[src/rtl/fetch_predictor.sv]
// rtl/fetch_predictor.sv - fetch PC generator with a direct-mapped BTB and 2-bit counters
module fetch_predictor #(
    parameter int          BTB_ENTRIES = 16,
    parameter logic [31:0] RESET_PC    = 32'h8000_0000
) (
    input  logic        clk,
    input  logic        rst_n,
    input  logic        stall,
    input  logic        redirect_ex,
    input  logic [31:0] redirect_ex_target,
    input  logic        redirect_id,
    input  logic [31:0] redirect_id_target,
    input  logic        upd_valid,
    input  logic [31:0] upd_pc,
    input  logic        upd_taken,
    input  logic [31:0] upd_target,
    output logic [31:0] fetch_pc,
    output logic        fetch_valid,
    output logic [31:0] predicted_pc,
    output logic        prediction_valid
);
    localparam int IDX_W = $clog2(BTB_ENTRIES);
    localparam int TAG_W = 30 - IDX_W;

    logic [31:0]            fetch_pc_q, fetch_pc_d;
    logic                   fetch_valid_q, fetch_valid_d;
    logic [BTB_ENTRIES-1:0] valid_q, valid_d;
    logic [1:0]             cnt_q [BTB_ENTRIES];
    logic [1:0]             cnt_d [BTB_ENTRIES];
    logic [TAG_W-1:0]       tag_q [BTB_ENTRIES];
    logic [TAG_W-1:0]       tag_d [BTB_ENTRIES];
    logic [31:0]            tgt_q [BTB_ENTRIES];
    logic [31:0]            tgt_d [BTB_ENTRIES];

    logic [IDX_W-1:0] rd_idx, up_idx;
    logic [TAG_W-1:0] rd_tag, up_tag;
    logic             rd_hit, up_hit;
    logic             unused_upd_pc_lsbs;

    assign unused_upd_pc_lsbs = ^upd_pc[1:0];

    assign rd_idx = fetch_pc_q[IDX_W+1:2];
    assign rd_tag = fetch_pc_q[31:IDX_W+2];
    assign up_idx = upd_pc[IDX_W+1:2];
    assign up_tag = upd_pc[31:IDX_W+2];

    // Lookup reads the registered arrays, so a same-cycle update is seen only next cycle.
    assign rd_hit = valid_q[rd_idx] && (tag_q[rd_idx] == rd_tag);
    assign up_hit = valid_q[up_idx] && (tag_q[up_idx] == up_tag);

    assign fetch_pc         = fetch_pc_q;
    assign fetch_valid      = fetch_valid_q;
    assign prediction_valid = fetch_valid_q && rd_hit && cnt_q[rd_idx][1];
    assign predicted_pc     = prediction_valid ? tgt_q[rd_idx] : fetch_pc_q + 32'd4;

    always_comb begin
        fetch_valid_d = 1'b1;
        fetch_pc_d    = fetch_pc_q;
        if (fetch_valid_q) begin
            if (redirect_ex)
                fetch_pc_d = redirect_ex_target;
            else if (redirect_id)
                fetch_pc_d = redirect_id_target;
            else if (!stall)
                fetch_pc_d = predicted_pc;
        end
    end

    always_comb begin
        valid_d = valid_q;
        cnt_d   = cnt_q;
        tag_d   = tag_q;
        tgt_d   = tgt_q;
        if (upd_valid) begin
            if (up_hit) begin
                if (upd_taken) begin
                    if (cnt_q[up_idx] != 2'b11)
                        cnt_d[up_idx] = cnt_q[up_idx] + 2'b01;
                    tgt_d[up_idx] = upd_target;
                end else if (cnt_q[up_idx] != 2'b00) begin
                    cnt_d[up_idx] = cnt_q[up_idx] - 2'b01;
                end
            end else if (upd_taken) begin
                valid_d[up_idx] = 1'b1;
                tag_d[up_idx]   = up_tag;
                tgt_d[up_idx]   = upd_target;
                cnt_d[up_idx]   = 2'b10;
            end
        end
    end

    always_ff @(posedge clk or negedge rst_n) begin
        if (!rst_n) begin
            fetch_pc_q    <= RESET_PC;
            fetch_valid_q <= 1'b0;
            valid_q       <= '0;
            for (int i = 0; i < BTB_ENTRIES; i++)
                cnt_q[i] <= 2'b00;
        end else begin
            fetch_pc_q    <= fetch_pc_d;
            fetch_valid_q <= fetch_valid_d;
            valid_q       <= valid_d;
            cnt_q         <= cnt_d;
        end
    end

    // Tag/target payload is qualified by valid_q, so it carries no reset.
    always_ff @(posedge clk) begin
        if (rst_n) begin
            tag_q <= tag_d;
            tgt_q <= tgt_d;
        end
    end
endmodule

[config.mk]
export PLATFORM = sky130hd
export DESIGN_NAME = fetch_predictor
export DESIGN_NICKNAME = d
export VERILOG_FILES = /design/src/rtl/fetch_predictor.sv
export SDC_FILE = /design/constraint.sdc
export NUM_CORES = 1
export LEC_CHECK = 0
export ABC_AREA = 0
export BUFFER_PORTS_ARGS = -buffer_cell sky130_fd_sc_hd__buf_2
export CAP_MARGIN = 20
export CORE_UTILIZATION = 60
export DETAILED_ROUTE_END_ITERATION = 16
export PLACE_DENSITY = 0.78
export REMOVE_ABC_BUFFERS = 1
export SYNTH_ARGS = -nofsm -noshare
export SYNTH_HDL_FRONTEND = slang
export SYNTH_SLANG_ARGS = --single-unit
[constraint.sdc]
create_clock -name clk -period 5.4 [get_ports clk]
set_input_delay 0.27 -clock clk [delete_from_list [all_inputs] [get_ports clk]]
set_output_delay 0.27 -clock clk [all_outputs]
set_load 0.02 [all_outputs]
==> qor.csv <==
stage;metric;value;unit
logic_synthesis;synth_area_leader_cell;edfxtp_1;
detailed_routing;vias;27220;
detailed_routing;wirelength;129.6;mm
sta;period_share;98.41;%
logic_synthesis;synth-seq-area-share;66.24;%
logic_synthesis;netlist_area;0.04513;sq mm
floorplan;io_pins;201;
floorplan;die-area;0.07632;sq mm
critical_path;crit_required;5130;ps
detailed_routing;post_drt_via_cell_ratio;7.206;
sta;setup_viol;0;
logic_synthesis;synth_common_cells;edfxtp_1 (928), mux4_2 (357), mux2i_1 (125);
placed_design;port_buffers;198;
floorplan;die_w;276.3;microns
cts;cts_buffers;100;
detailed_routing;drc;0;
cells_and_area;drive_gt1_share;33.36;%
cts;clkSinkCount;1009;
critical_path;crit_arrival;5040;ps
worst_hold_path;hold_path_class;primary input to register;
cts;clkLatencyLatePin;690;ps
placed_design;hpwl;77.35;mm
power;finalPower;19.26;mW
detailed_routing;postRouteAntennaNets;0;
detailed_routing;drt_iter0_drc;3653;
detailed_routing;post_drt_wl_per_cell;34.31;microns
logic_synthesis;synthTopCellsByArea;edfxtp_1 (62%), mux4_2 (18%), dfrtp_1 (4.4%);
sta;slew_viol_final;0;
cells_and_area;fin_cells;3778;
global_route;grt_overflow_total;0;
critical_path;startpoint_type;register;
cells_and_area;area_delta_synth_final;15.49;%
critical_path;worstSetupEndpointType;output pin;
global_route;grt_max_degree;132;
global_route;grt.total_usage;34.29;%
floorplan;rows;100;
sta;fin_crit;5314;ps
placed_design;gp_congestion;0.9249;
sta;max_slew.worst_pin.slew;1180;ps
critical_path;worstPathMaxFanout;27;
cells_and_area;seq_area;0.02991;sq mm
critical_path;critical_path_class;register to output pin;
detailed_routing;firstDrtPassIters;8;
logic_synthesis;avgSynthCellArea;18.91;sq um
placed_design;dpl_worst_slack;431.0;ps
sta;relSlewSlack;21.12;%
logic_synthesis;ys_ff_latch;1009;
sta;grt_setup_unrepaired;no;
floorplan;die_h;276.3;microns
logic_synthesis;synthCells;2387;
cells_and_area;multi_input_area;0.01457;sq mm
global_route;antenna_found_initial;8;
power;p_leak;17.62;nW
global_route;grt_first_pass_wirelength;188.1;mm
logic_synthesis;ys_warn_count;0;
sta;holdWs;9.323;ps
outcome;outcome;completed;
global_route;grt_pass1_vias;28030;
sta;clock_skew;63.78;ps
floorplan;core_area;0.07445;sq mm
cts;cts-root-buf;clkbuf_16;
cts;cts_tree;yes;
cells_and_area;nets;2854;
sta;clock.fmax;188.2;MHz
placed_design;place_area;0.04765;sq mm
logic_synthesis;yosysTopAreaCellShare;61.74;%
power;ir_drop;0.3224;mV
logic_synthesis;synth_edf_count;928;
sta;worst_slack;85.69;ps
logic_synthesis;synth_most_common_cell;edfxtp_1;
cts;htree_levels;3;
floorplan;start_util;60.63;%
run;cap_violations;0;
logic_synthesis;async_flop_share;8.028;%
cells_and_area;post-route-cell-area;0.05213;sq mm
cts;cts_buffer_depth;3;
cts;clkTransAtPathRegs;60;ps
cells_and_area;fillers;4389;
power;power_density;369.4;mW/mm^2
sta;final_hold_viol_count;0;
placed_design;place_inst;3486;
logic_synthesis;synthFlopType;edfxtp_1;
logic_synthesis;yosysUniqueCellTypes;73;
cell families (layout without fill, tap and decap cells):
group | count (synthesis) | after routing | share of synthesized area [%]
AO/OA/AOI/OAI | 236 | 236 | 4.131
AND/OR/NAND/NOR | 331 | 331 | 3.676
flip-flops | 1009 | 1009 | 66.24
adder cells (fa/ha/maj) | 3 | 3 | 0.08318
other | 1 | 7 | 0.008309
multiplexers | 542 | 542 | 22.19
XOR/XNOR | 82 | 82 | 1.591
buffers and inverters | 183 | 599 | 2.082
critical path, cell delays in order (launching register included):
cell and delay [ps]:
dfrtp_4 700, nor2_1 640, buf_4 330, a22oi_1 140, o21ai_0 120, mux2_2 360
o2111ai_1 650, nor4b_4 140, nand2_4 350, buf_12 210, mux2_2 430, buf_2 200
routing by layer:
layer / track usage (%) / part of all wire, % / vias to the layer above
met5: 0 / 0.027 / -
met4: 14.68 / 4.7 / 6
met3: 8.949 / 13 / 407
met2: 55.06 / 48 / 2299
met1: 44.85 / 34 / 13860
li1: - / - / 10650
report_power, final:
part / internal (mW) / leakage (nW) / switching [mW]
Clock: 4.20 / 1.66 / 3.06
Combinational: 1.37 / 6.64 / 1.66
Sequential: 8.68 / 9.31 / 0.292
Total: 14.2 / 17.6 / 5.01
cells in the final DEF (no fill, tap or decap), drive strengths merged, types with 17 or more instances in the layout:
cell         count
edfxtp         928
mux4           357
buf            300
mux2i          125
clkbuf         123
nor2           110
dlygate4sd3     90
dfrtp           80
xnor2           61
nand2           60
mux2            60
clkinv          49
nand3           38
nor3            32
a22oi           29
a21o            26
a21oi           24
o22ai           24
xor2            21
a221o           19
inv             19
o21ai           17
flip-flops by register name (all words and copies together) (netlist names):
register / count
valid_q: 16
fetch_pc: 32
tgt_q: 512
cnt_q: 32
tag_q: 416
fetch_valid: 1
path summary, 6_finish.rpt:
kind / startpoint / slack [ps] / end / depth (start not counted)
max reg2reg: fetch_pc[3]$_DFFE_PN0P_ / 400 / fetch_pc[3]$_DFFE_PN0P_ / 12
max: fetch_pc[3]$_DFFE_PN0P_ / 90 / predicted_pc[30] / 11
min in group asynchronous: rst_n / 100 / fetch_pc[11]$_DFFE_PN0P_ / 2
max in group asynchronous: rst_n / 4100 / fetch_pc[5]$_DFFE_PN0P_ / 3
min: upd_pc[23] / 9 / tag_q[95]$_DFFE_PP_ / 1
min reg2reg: valid_q[4]$_DFFE_PN0P_ / 490 / valid_q[4]$_DFFE_PN0P_ / 1
stage by stage:
stage / utilization [%] / setup TNS, ps
final: 70.02 / 0
after global routing: 70.00 / 0
after CTS: 69.90 / 0
after detailed placement: 64.00 / 0
after global placement: 63.99 / 0
after floorplan: - / -475840
area by class of cell:
cell class                 count  area share, %
tap                          969          2.326
sequential                  1009          57.37
antenna                        6        0.02880
clock buffer                 122          5.098
timing repair buffer         391          5.550
inverter                      19         0.1416
multi-input combinational   1195          27.95
clock inverter                67          1.531
what timing repair did:
| action | CTS | global route |
|---|---|---|
| resized for setup | 1 | 0 |
| hold buffers | 90 | 0 |
| endpoints found under the setup margin | 29 | 17 |
| hold endpoints to repair | 819 | 0 |
| buffers inserted | 1 | 4 |
(Power assumes the default switching activity.)
